===== src/rtl/fifo_pkg.sv =====
// ----------------------------------------------------------------------------
// fifo_pkg
// Shared definitions for the asynchronous FIFO read and write controllers.
//   ADDR_WIDTH_DEF : default RAM address width (depth = 2**ADDR_WIDTH_DEF)
//   PTR_WIDTH_DEF  : default pointer width (one extra wrap bit)
//   ptr_t          : pointer type at the default width
//   bin2gray()     : binary to reflected-Gray conversion
// Optional feature macro used by the controllers: RD_UNDERFLOW_EN
// ----------------------------------------------------------------------------
package fifo_pkg;

  localparam int ADDR_WIDTH_DEF = 5;
  localparam int PTR_WIDTH_DEF  = ADDR_WIDTH_DEF + 1;

  typedef logic [PTR_WIDTH_DEF-1:0] ptr_t;

  function automatic ptr_t bin2gray(input ptr_t bin);
    return bin ^ (bin >> 1);
  endfunction

endpackage


===== src/rtl/gray_to_bin.sv =====
// ----------------------------------------------------------------------------
// gray_to_bin
// Purely combinational Gray-to-binary converter, shared by the read-side
// level logic and the write-side full/level logic.
//   W       : pointer width
//   i_gray  : Gray-coded input
//   o_bin   : binary output
// Each binary bit is the XOR of all Gray bits from the MSB down to itself.
// ----------------------------------------------------------------------------
module gray_to_bin
  import fifo_pkg::*;
#(
  parameter int W = PTR_WIDTH_DEF
) (
  input  logic [W-1:0] i_gray,
  output logic [W-1:0] o_bin
);

  genvar gi;
  generate
    for (gi = 0; gi < W; gi++) begin : g_bit
      assign o_bin[gi] = ^i_gray[W-1:gi];
    end
  endgenerate

endmodule


===== src/rtl/fifo_rd_ptr_ctrl.sv =====
// ----------------------------------------------------------------------------
// fifo_rd_ptr_ctrl
// Read-domain pointer and status controller for the asynchronous FIFO.
//   i_clk               : read-domain clock
//   i_rst_n             : asynchronous active-low reset
//   i_rd_en             : read request from the consumer
//   i_wr_ptr_gray_sync  : Gray write pointer, already synchronized to i_clk
//   o_rd_addr           : RAM read address (low bits of binary read pointer)
//   o_rd_ptr_gray       : registered Gray read pointer for the write side
//   o_empty             : registered empty flag
//   o_almost_empty      : registered, high when level <= AE_THRESH
//   o_rd_level          : registered occupancy seen from the read domain
//   o_rd_underflow      : sticky read-while-empty flag (only with the
//                         RD_UNDERFLOW_EN macro defined)
// Flags and level are computed from the next-state pointer so they agree
// with the pointer on the same edge. Synchronizer lag keeps them pessimistic.
// ----------------------------------------------------------------------------
module fifo_rd_ptr_ctrl
  import fifo_pkg::*;
#(
  parameter int Addr_width = ADDR_WIDTH_DEF,
  parameter int AE_THRESH  = 2
) (
  input  logic                  i_clk,
  input  logic                  i_rst_n,
  input  logic                  i_rd_en,
  input  logic [Addr_width:0]   i_wr_ptr_gray_sync,
  output logic [Addr_width-1:0] o_rd_addr,
  output logic [Addr_width:0]   o_rd_ptr_gray,
  output logic                  o_empty,
  output logic                  o_almost_empty,
`ifdef RD_UNDERFLOW_EN
  output logic                  o_rd_underflow,
`endif
  output logic [Addr_width:0]   o_rd_level
);

  localparam int PW = Addr_width + 1;

  logic [PW-1:0] r_rd_bin;
  logic [PW-1:0] r_rd_ptr_gray;
  logic [PW-1:0] r_rd_level;
  logic          r_empty;
  logic          r_almost_empty;

  logic          w_rd_acc;
  logic [PW-1:0] w_rd_bin_next;
  logic [PW-1:0] w_rd_gray_next;
  logic [PW-1:0] w_wr_bin_sync;
  logic [PW-1:0] w_level_next;

  // Reads while empty are dropped; the pointer never passes the write pointer.
  assign w_rd_acc      = i_rd_en & ~r_empty;
  assign w_rd_bin_next = r_rd_bin + PW'(w_rd_acc);

  // The shared package helper is sized for the default width only.
  generate
    if (Addr_width == ADDR_WIDTH_DEF) begin : g_pkg_gray
      assign w_rd_gray_next = bin2gray(w_rd_bin_next);
    end else begin : g_local_gray
      assign w_rd_gray_next = w_rd_bin_next ^ (w_rd_bin_next >> 1);
    end
  endgenerate

  gray_to_bin #(
    .W (PW)
  ) u_wr_g2b (
    .i_gray (i_wr_ptr_gray_sync),
    .o_bin  (w_wr_bin_sync)
  );

  // Modulo subtraction: the wrap bit makes a full FIFO read as 2**Addr_width.
  assign w_level_next = w_wr_bin_sync - w_rd_bin_next;

  always_ff @(posedge i_clk or negedge i_rst_n) begin
    if (!i_rst_n) begin
      r_rd_bin       <= '0;
      r_rd_ptr_gray  <= '0;
      r_rd_level     <= '0;
      r_empty        <= 1'b1;
      r_almost_empty <= 1'b1;
    end else begin
      r_rd_bin       <= w_rd_bin_next;
      r_rd_ptr_gray  <= w_rd_gray_next;
      r_rd_level     <= w_level_next;
      r_empty        <= (w_rd_gray_next == i_wr_ptr_gray_sync);
      r_almost_empty <= (w_level_next <= PW'(AE_THRESH));
    end
  end

`ifdef RD_UNDERFLOW_EN
  logic r_rd_underflow;

  always_ff @(posedge i_clk or negedge i_rst_n) begin
    if (!i_rst_n) begin
      r_rd_underflow <= 1'b0;
    end else if (i_rd_en && r_empty) begin
      r_rd_underflow <= 1'b1;
    end
  end

  assign o_rd_underflow = r_rd_underflow;
`endif

  assign o_rd_addr      = r_rd_bin[Addr_width-1:0];
  assign o_rd_ptr_gray  = r_rd_ptr_gray;
  assign o_empty        = r_empty;
  assign o_almost_empty = r_almost_empty;
  assign o_rd_level     = r_rd_level;

endmodule

===== config.mk =====
export PLATFORM = sky130hd
export DESIGN_NAME = fifo_rd_ptr_ctrl
export DESIGN_NICKNAME = d
export VERILOG_FILES = /design/src/rtl/fifo_pkg.sv /design/src/rtl/gray_to_bin.sv /design/src/rtl/fifo_rd_ptr_ctrl.sv
export SDC_FILE = /design/constraint.sdc
export NUM_CORES = 1
export LEC_CHECK = 0
export ABC_AREA = 1
export CORE_MARGIN = 2
export CORE_UTILIZATION = 49
export DETAILED_ROUTE_END_ITERATION = 10
export GPL_TIMING_DRIVEN = 0
export MAX_ROUTING_LAYER = met4
export PLACE_DENSITY = 0.82
export SLEW_MARGIN = 20
export SYNTH_ARGS = -nofsm -noshare
export SYNTH_HDL_FRONTEND = slang
export SYNTH_SLANG_ARGS = --single-unit

===== constraint.sdc =====
create_clock -name i_clk -period 2.9 [get_ports i_clk]
set_input_delay 0.435 -clock i_clk [delete_from_list [all_inputs] [get_ports i_clk]]
set_output_delay 0.435 -clock i_clk [all_outputs]
set_load 0.01 [all_outputs]

==> impl_results.html, run 1 <==
<table>
<tr><th>Metric</th><th>Value</th></tr>
<tr><th colspan="2">Placement</th></tr>
<tr><td>Post-detailed-placement half-perimeter wirelength</td><td>1991 um</td></tr>
<tr><td>Number of port buffers</td><td>27</td></tr>
<tr><td>Cell Area, Placed</td><td>between 1000 and 1500 um^2</td></tr>
<tr><td>Worst setup slack after placement</td><td>-0.06580 ns</td></tr>
<tr><td>Global placer's final weighted congestion</td><td>0.8650</td></tr>
<tr><th colspan="2">Detailed routing</th></tr>
<tr><td>Number of violations reported at the end of detailed-routing iteration 0</td><td>10</td></tr>
<tr><td>DR vias</td><td>1008</td></tr>
<tr><td>DRC viols</td><td>0</td></tr>
<tr><td>Initial DRT Pass Iterations</td><td>4</td></tr>
<tr><td>Post-detailed-routing wire length</td><td>2488 um</td></tr>
<tr><td>Average detailed-routed wire length per instance</td><td>12.26 um</td></tr>
<tr><td>Via count normalized by instance count</td><td>roughly 5.0</td></tr>
<tr><td>Antenna violation net count after detailed routing</td><td>0</td></tr>
<tr><th colspan="2">Pwr</th></tr>
<tr><td>Clock network fraction of design power</td><td>7.5%</td></tr>
<tr><td>Comb power frac</td><td>66.8%</td></tr>
<tr><td>VDD IR-drop max</td><td>663.4 uV</td></tr>
<tr><td>Power per cell area</td><td>1201 nW/um^2</td></tr>
<tr><td>Leakage power total</td><td>roughly 0.74 nW</td></tr>
<tr><td>Switching share of total power</td><td>44.53%</td></tr>
<tr><td>Internal cell power</td><td>1.004 mW</td></tr>
<tr><td>Sw power</td><td>0.8060 mW</td></tr>
<tr><td>Share of power burned in registers</td><td>25.6%</td></tr>
<tr><th colspan="2">Global route</th></tr>
<tr><td>Sum of overflow across all layers after global routing</td><td>0</td></tr>
<tr><td>All-Layer GR Usage</td><td>21.55%</td></tr>
<tr><td>Maximum number of pins on one net before global-route repair</td><td>20</td></tr>
<tr><td>Vias in the first global route</td><td>1026</td></tr>
<tr><td>Number of antenna violations at the first check in global routing</td><td>0</td></tr>
<tr><td>Wire length of the first global-routing pass</td><td>4243 um</td></tr>
<tr><th colspan="2">Yosys</th></tr>
<tr><td>Count of distinct cell types in the synthesized netlist</td><td>23</td></tr>
<tr><td>Sequential element share of the synthesized area</td><td>40.68%</td></tr>
<tr><td>Syn Std Cell Area</td><td>roughly 1200 um^2</td></tr>
<tr><td>Post-synthesis net count</td><td>159</td></tr>
<tr><td>Average instance area after synthesis</td><td>8.159 um^2</td></tr>
<tr><td>Synthesis Warnings</td><td>0</td></tr>
<tr><td>Seq cells post-synth</td><td>19</td></tr>
<tr><td>Post-synthesis instance total</td><td>144</td></tr>
<tr><th colspan="2">Timing</th></tr>
<tr><td>Count of final setup violators</td><td>0</td></tr>
<tr><td>Tightest Pin Transition</td><td>0.8616 ns</td></tr>
<tr><td>Setup slack after layout</td><td>about 0.25 ns</td></tr>
<tr><td>Worst hold slack after final layout</td><td>between 0.6 and 0.7 ns</td></tr>
<tr><td>Highest clock rate</td><td>377.5 MHz</td></tr>
<tr><td>Tcrit/Tclk final</td><td>91.34%</td></tr>
<tr><td>Final setup skew</td><td>0.0009432 ns</td></tr>
<tr><td>Number of hold-slack violations in the final timing report</td><td>0</td></tr>
<tr><td>Max-slew violation count</td><td>0</td></tr>
<tr><td>RSZ-0062 raised after global routing</td><td>false</td></tr>
<tr><td>Crit path time final</td><td>2.649 ns</td></tr>
<tr><td>Worst-case headroom to the max-slew limit</td><td>42.38%</td></tr>
<tr><th colspan="2">Clock network</th></tr>
<tr><td>Number of buffers created by CTS</td><td>3</td></tr>
<tr><td>Insertion delay to the later sink of the worst-skew pair</td><td>a little under 0.3 ns</td></tr>
<tr><td>CTS tree</td><td>done</td></tr>
<tr><td>Max clock buf depth</td><td>2</td></tr>
<tr><td>Clk Tree Root Cell</td><td>clkbuf_4</td></tr>
<tr><td>Post_cts resized</td><td>0</td></tr>
<tr><td>Post-CTS setup-driven buffer insertion count</td><td>0</td></tr>
<tr><td>Count of hold buffers inserted by post-cts repair</td><td>0</td></tr>
<tr><td>Clock input transition at the sequential cells of the worst setup and hold paths</td><td>0.11 ns</td></tr>
<tr><td># clock sinks</td><td>19</td></tr>
<tr><td>Deepest level of the CTS H-tree</td><td>1</td></tr>
<tr><th colspan="2">Setup path</th></tr>
<tr><td>Top cell by count, worst path</td><td>nand2_1</td></tr>
<tr><td>Worst Path Arrival</td><td>about 2.9 ns</td></tr>
<tr><td>Data required, critical path</td><td>approximately 3.2 ns</td></tr>
<tr><td>CP max stage cell</td><td>clkdlybuf4s50_1</td></tr>
<tr><td>Start-to-end type of the worst setup path</td><td>primary input to flip-flop</td></tr>
<tr><td>Critical path endpoint category</td><td>flip-flop</td></tr>
<tr><td>Buffers plus inverters on the worst setup path</td><td>2</td></tr>
<tr><td>Critical path, cell by cell</td><td>clkdlybuf4s50_1, inv_1, nand2_1, nand2_1, xor2_1, xor2_1, ha_1, fa_1, xnor2_1, o21bai_1, nor2_2, nand2_1, nor2_2</td></tr>
<tr><td>Startpoint kind of the worst setup timing path</td><td>primary input</td></tr>
<tr><td>CP Max Fanout</td><td>4</td></tr>
<tr><td>Crit-path leading delay family</td><td>adder cells</td></tr>
<tr><td>Crit path largest cell delay</td><td>0.52 ns</td></tr>
<tr><th colspan="2">Floorplanning</th></tr>
<tr><td>Core Rows</td><td>17</td></tr>
<tr><td>Initial standard-cell utilization of the core</td><td>52.61%</td></tr>
<tr><td>Die W</td><td>52.97 um</td></tr>
<tr><td>Die outline area</td><td>2805 um^2</td></tr>
<tr><td>Total I/O pin count</td><td>28</td></tr>
<tr><td>Core region area</td><td>2233 um^2</td></tr>
<tr><td>Floorplan die height</td><td>52.97 um</td></tr>
<tr><th colspan="2">Cells and area</th></tr>
<tr><td>Final cell area excluding filler cells</td><td>roughly 1500 um^2</td></tr>
<tr><td>Net total in the final layout</td><td>191</td></tr>
<tr><td>Fraction of final layout cells with drive strength greater than 1</td><td>11.43%</td></tr>
<tr><td>Diode count</td><td>0</td></tr>
<tr><td>Util after Layout</td><td>between 60 and 70%</td></tr>
<tr><td>Final-layout fill cell count</td><td>around 190</td></tr>
<tr><td>Area growth syn-to-layout</td><td>28.22%</td></tr>
<tr><th colspan="2">Flow run</th></tr>
<tr><td>Total of max-cap violations</td><td>0</td></tr>
<tr><th colspan="2">Run status</th></tr>
<tr><td>Outcome</td><td>finished, final reports clean</td></tr>
<tr><th colspan="2">Worst hold path</th></tr>
<tr><td>Path category of the worst min-delay check</td><td>primary input to asynchronous set/reset pin</td></tr>
</table>
[cells in the mapped netlist]
library cell | number | area (um^2)
nor2_1 | 6 | 22.52
o21ai_0 | 1 | 5.000
dfrtp_1 | 17 | 425.4
nand2_2 | 5 | 31.28
nand2_1 | 42 | 157.7
nand3_1 | 13 | 65.06
nand3_2 | 1 | 10.01
buf_6 | 1 | 11.26
nand4_1 | 4 | 25.02
xor2_1 | 5 | 43.79
xnor2_1 | 8 | 70.07
nor2_2 | 4 | 25.02
and2_1 | 1 | 6.260
fa_1 | 1 | 20.02
ha_1 | 5 | 62.56
nand2_4 | 2 | 22.52
nand3b_1 | 2 | 15.01
o21ai_2 | 1 | 8.760
a21oi_1 | 1 | 5.000
inv_2 | 1 | 3.750
dfstp_2 | 2 | 52.55
inv_1 | 19 | 71.32
o21bai_1 | 2 | 15.01
[layout make-up]
cell class                      count  area, um^2  area share, %
Buffer                              1       11.26         0.7475
Clock buffer                        4       26.28          1.744
Inverter                           20       75.07          4.983
Multi-Input combinational cell    104       610.6          40.53
Sequential cell                    19       478.0          31.73
Tap cell                           28       35.03          2.326
Timing Repair Buffer               27       270.3          17.94
[kinds of logic after synthesis]
group                    share of synthesized area, %
XOR/XNOR                                        9.691
buffers and inverters                           7.348
flip-flops                                      40.68
AND/OR/NAND/NOR                                 32.37
adder cells (fa/ha/maj)                         7.029
AO/OA/AOI/OAI                                   2.874
[metal layers]
metal,global-route usage (%),up-vias,wire (um)
met5,-,-,0
met4,8.120,0,16
met3,1.695,2,121
met2,39.58,24,1310
met1,24.28,469,1039
li1,-,513,-
[cell usage in the layout, fill, tap and decap left out]
master           count
nor2_2               4
clkbuf_4             3
nand2_1             42
o21bai_1             2
fa_1                 1
dfstp_2              2
and2_1               1
buf_6                1
clkbuf_1             1
nand3_1             13
xnor2_1              8
nand3b_1             2
inv_2                1
o21ai_1              1
nand3_2              1
o21ai_2              1
a21oi_1              1
nor2_1               6
nand2_2              5
dfrtp_1             17
clkdlybuf4s50_1     27
inv_1               19
nand4_1              4
xor2_1               5
ha_1                 5
nand2_4              2
[stage by stage]
step                      total power [mW]  std cells  setup TNS (ns)
after CTS                            1.819        203               0
final                                1.810        203               0
after detailed placement             1.682        199        -0.09130
after floorplan                      1.259        144               0
after global placement               1.619        199       -0.008343
after global routing                 1.994        203               0
[worst paths after layout]
check / cells past startpoint / startpoint / slack [ns] / end
hold / removal: 1 / i_rst_n / 0.61 / r_rd_bin[3]
max in group asynchronous: 1 / i_rst_n / 1.75 / o_rd_ptr_gray[3]
setup reg to reg: 12 / o_empty / 0.42 / o_almost_empty
hold reg to reg: 1 / r_rd_bin[0] / 0.61 / r_rd_bin[0]
setup / recovery: 13 / i_wr_ptr_gray_sync[5] / 0.25 / o_almost_empty
min in group i_clk: 1 / r_rd_bin[0] / 0.61 / r_rd_bin[0]
[power groups by stage]
stage | Combinational (mW) | Clock [mW] | Sequential, mW
6_report | 1.21 | 0.137 | 0.464
5_1_grt | 1.37 | 0.149 | 0.479
4_1_cts | 1.22 | 0.139 | 0.465
3_5_place_dp | 1.21 | 0 | 0.471
3_3_place_gp | 1.16 | 0 | 0.462
2_1_floorplan | 0.731 | 0 | 0.528
[sequential cells by signal, summed over array words and instances (netlist names)]
name,cells
r_rd_bin,6
o_almost_empty,1
o_rd_ptr_gray,5
o_rd_level,6
o_empty,1
Power figures use the tool's default switching activity.
==> inputs of run 2 (changes only) <==
Settings changed: CTS_BUF_LIST set to sky130_fd_sc_hd__clkbuf_8 sky130_fd_sc_hd__clkbuf_16.
==> run 2 against run 1 <==
Against the previous run:
- via count increased by 0.20%
- clock-buffer cell count down 1
- clock skew grew 0.00069 ns
- highest routed layer unchanged
==> impl_results.html, run 2 (same netlist as run 1, synthesis figures left out) <==
<table>
<tr><th>Metric</th><th>Value</th></tr>
<tr><th colspan="2">Timing</th></tr>
<tr><td>Setup slack after layout</td><td>0.1617 ns (-0.08933 ns)</td></tr>
<tr><td>Highest clock rate</td><td>365.2 MHz (-3.3%)</td></tr>
<tr><td>Worst-case headroom to the max-slew limit</td><td>42.49% (+0.11 points)</td></tr>
<tr><td>Crit path time final</td><td>2.738 ns (+0.08933 ns)</td></tr>
<tr><td>RSZ-0062 raised after global routing</td><td>false</td></tr>
<tr><td>Fin Setup TNS</td><td>0 ns (unchanged)</td></tr>
<tr><td>Final setup skew</td><td>0.001638 ns (+0.0006948 ns)</td></tr>
<tr><td>Max-slew violation count</td><td>0 (unchanged)</td></tr>
<tr><td>Number of hold-slack violations in the final timing report</td><td>0 (unchanged)</td></tr>
<tr><td>Count of final setup violators</td><td>0 (unchanged)</td></tr>
<tr><td>Tightest Pin Transition</td><td>0.8599 ns (-0.001713 ns)</td></tr>
<tr><td>Tcrit/Tclk final</td><td>94.42% (+3.1 points)</td></tr>
<tr><td>Worst hold slack after final layout</td><td>0.5992 ns (-0.006890 ns)</td></tr>
<tr><th colspan="2">Setup path</th></tr>
<tr><td>Critical path, cell by cell</td><td>clkdlybuf4s50_1, inv_1, nand2_1, nand2_1, xor2_2, xor2_1, ha_1, fa_1, xnor2_1, o21bai_1, nor2_2, nand2_1, nor2_2</td></tr>
<tr><td>Data required, critical path</td><td>3.10 ns (-0.05 ns)</td></tr>
<tr><td>CP Max Fanout</td><td>4 (unchanged)</td></tr>
<tr><td>Startpoint kind of the worst setup timing path</td><td>primary input</td></tr>
<tr><td>Buffers plus inverters on the worst setup path</td><td>2 (unchanged)</td></tr>
<tr><td>Worst Reg2Reg Path Length in Cells</td><td>12 (unchanged)</td></tr>
<tr><td>CP max stage cell</td><td>clkdlybuf4s50_1</td></tr>
<tr><td>Crit-path leading delay family</td><td>buffers and inverters</td></tr>
<tr><td>Crit path largest cell delay</td><td>0.53 ns (about the same)</td></tr>
<tr><td>Critical path endpoint category</td><td>flip-flop</td></tr>
<tr><td>Worst Path Arrival</td><td>2.94 ns (+0.05 ns)</td></tr>
<tr><td>Start-to-end type of the worst setup path</td><td>primary input to flip-flop</td></tr>
<tr><td>Top cell by count, worst path</td><td>nand2_1</td></tr>
<tr><td>Stages on the worst setup path</td><td>13 (unchanged)</td></tr>
<tr><th colspan="2">Pwr</th></tr>
<tr><td>Overall power of the completed layout</td><td>1.868 mW (+3.2%)</td></tr>
<tr><td>Leakage power total</td><td>0.7643 nW (+2.7%)</td></tr>
<tr><td>VDD IR-drop max</td><td>697.1 uV (+5.1%)</td></tr>
<tr><td>Power per cell area</td><td>1215 nW/um^2 (+1.1%)</td></tr>
<tr><th colspan="2">Global route</th></tr>
<tr><td>Wire length of the first global-routing pass</td><td>4353 um (+2.6%)</td></tr>
<tr><td>Maximum number of pins on one net before global-route repair</td><td>20 (unchanged)</td></tr>
<tr><td>Sum of overflow across all layers after global routing</td><td>0 (unchanged)</td></tr>
<tr><td>Number of antenna violations at the first check in global routing</td><td>0 (unchanged)</td></tr>
<tr><td>Vias in the first global route</td><td>1064 (+3.7%)</td></tr>
<tr><td>All-Layer GR Usage</td><td>22.11% (+0.55 points)</td></tr>
<tr><th colspan="2">Cells and area</th></tr>
<tr><td>Diode count</td><td>0 (unchanged)</td></tr>
<tr><td>Fraction of final layout cells with drive strength greater than 1</td><td>12.57% (+1.1 points)</td></tr>
<tr><td>Most frequent cells in the layout</td><td>nand2_1 (42), clkdlybuf4s50_1 (26), inv_1 (20)</td></tr>
<tr><td>Final-layout fill cell count</td><td>185 (-3.6%)</td></tr>
<tr><td>Util after Layout</td><td>68.85% (+1.4 points)</td></tr>
<tr><td>Count of placed standard cells in the final layout, fillers left out</td><td>203 (unchanged)</td></tr>
<tr><td>Final cell area excluding filler cells</td><td>1538 um^2 (+2.1%)</td></tr>
<tr><td>Net total in the final layout</td><td>191 (unchanged)</td></tr>
<tr><td>Area growth syn-to-layout</td><td>30.88%</td></tr>
<tr><td>Most common cell after layout, fill and taps aside</td><td>nand2_1</td></tr>
<tr><th colspan="2">Detailed routing</th></tr>
<tr><td>Initial DRT Pass Iterations</td><td>4 (unchanged)</td></tr>
<tr><td>Number of violations reported at the end of detailed-routing iteration 0</td><td>10 (unchanged)</td></tr>
<tr><td>DRC viols</td><td>0 (unchanged)</td></tr>
<tr><td>DR vias</td><td>1010 (+0.20%)</td></tr>
<tr><td>Antenna violation net count after detailed routing</td><td>0 (unchanged)</td></tr>
<tr><td>Via count normalized by instance count</td><td>4.975 (+0.20%)</td></tr>
<tr><td>Post-detailed-routing wire length</td><td>2509 um (+0.84%)</td></tr>
<tr><td>Average detailed-routed wire length per instance</td><td>12.36 um (+0.84%)</td></tr>
<tr><th colspan="2">Flow run</th></tr>
<tr><td>Total of max-cap violations</td><td>0 (unchanged)</td></tr>
<tr><th colspan="2">Floorplanning</th></tr>
<tr><td>Core Rows</td><td>17 (unchanged)</td></tr>
<tr><td>Die W</td><td>52.97 um (unchanged)</td></tr>
<tr><td>Core region area</td><td>2233 um^2 (unchanged)</td></tr>
<tr><td>Die outline area</td><td>2805 um^2 (unchanged)</td></tr>
<tr><td>Total I/O pin count</td><td>28 (unchanged)</td></tr>
<tr><td>Initial standard-cell utilization of the core</td><td>52.61% (unchanged)</td></tr>
<tr><td>Floorplan die height</td><td>52.97 um (unchanged)</td></tr>
<tr><th colspan="2">Placement</th></tr>
<tr><td>Number of port buffers</td><td>27 (unchanged)</td></tr>
<tr><td>Cell Area, Placed</td><td>1480 um^2 (unchanged)</td></tr>
<tr><td>Cell count after placement</td><td>199 (unchanged)</td></tr>
<tr><td>Global placer's final weighted congestion</td><td>0.8650 (unchanged)</td></tr>
<tr><td>Post-detailed-placement half-perimeter wirelength</td><td>1991 um (unchanged)</td></tr>
<tr><td>Worst setup slack after placement</td><td>-0.06580 ns (unchanged)</td></tr>
<tr><th colspan="2">Worst hold path</th></tr>
<tr><td>Path category of the worst min-delay check</td><td>flip-flop to flip-flop</td></tr>
<tr><td>Number of cells traversed by the worst hold path</td><td>1</td></tr>
<tr><th colspan="2">Clock network</th></tr>
<tr><td>Deepest level of the CTS H-tree</td><td>1 (unchanged)</td></tr>
<tr><td>Post-CTS setup-driven buffer insertion count</td><td>0 (unchanged)</td></tr>
<tr><td>Clock input transition at the sequential cells of the worst setup and hold paths</td><td>0.07 ns (-0.04 ns)</td></tr>
<tr><td>Number of buffers created by CTS</td><td>3 (unchanged)</td></tr>
<tr><td>Insertion delay to the later sink of the worst-skew pair</td><td>0.26 ns (-0.03 ns)</td></tr>
<tr><td>Clk Tree Root Cell</td><td>clkbuf_8</td></tr>
<tr><td>CTS tree</td><td>done</td></tr>
<tr><td>Max clock buf depth</td><td>2 (unchanged)</td></tr>
<tr><td># clock sinks</td><td>19 (unchanged)</td></tr>
<tr><th colspan="2">Run status</th></tr>
<tr><td>Outcome</td><td>finished, final reports clean</td></tr>
</table>
-- run 2: changes by cell type in the layout (fill, tap and decap cells not counted), sizes merged --
cell	delta
dlymetal6s2s	+1
clkbuf	-1
clkdlybuf4s50	-1
inv	+1
-- run 2: metal layers --
layer	track usage, %	wire [um]
met1	23.92	1076
met2	40.42	1305
met3	2.542	94
met4	9.829	32
met5	-	0
-- run 2: where the power goes --
| part | total (mW) | leakage [nW] | internal, mW | switching, mW |
|---|---|---|---|---|
| logic | 1.22 | 0.513 | 0.557 | 0.663 |
| clock network | 0.182 | 0.0269 | 0.0942 | 0.0877 |
| registers | 0.465 | 0.225 | 0.399 | 0.0658 |
| total | 1.87 | 0.764 | 1.05 | 0.817 |
-- run 2: cell type report --
cell class              count  area [um^2]  area share [%]
flip-flops and latches     19        478.0           31.08
clock buffers               3        41.29           2.685
repair buffers             27        272.8           17.74
multi-input cells         104        620.6           40.36
clock inverters             1        3.754          0.2441
inverters                  20        75.07           4.882
well taps                  28        35.03           2.278
plain buffers               1        11.26          0.7323
-- run 2: what timing repair did --
item / in CTS / in global routing
hold buffers: 0 / 0
gates resized for setup: 0 / 4
endpoints found under the setup margin: 0 / 2
-- run 2: path summary, 6_finish.rpt --
kind | from | to | slack (ns)
max reg2reg | o_empty | o_almost_empty | 0.47
min in group asynchronous | i_rst_n | r_rd_bin[3] | 0.66
min reg2reg | r_rd_bin[0] | r_rd_bin[0] | 0.60
max in group asynchronous | i_rst_n | r_rd_bin[1] | 1.70
max | i_wr_ptr_gray_sync[5] | o_almost_empty | 0.16
min | r_rd_bin[0] | r_rd_bin[0] | 0.60
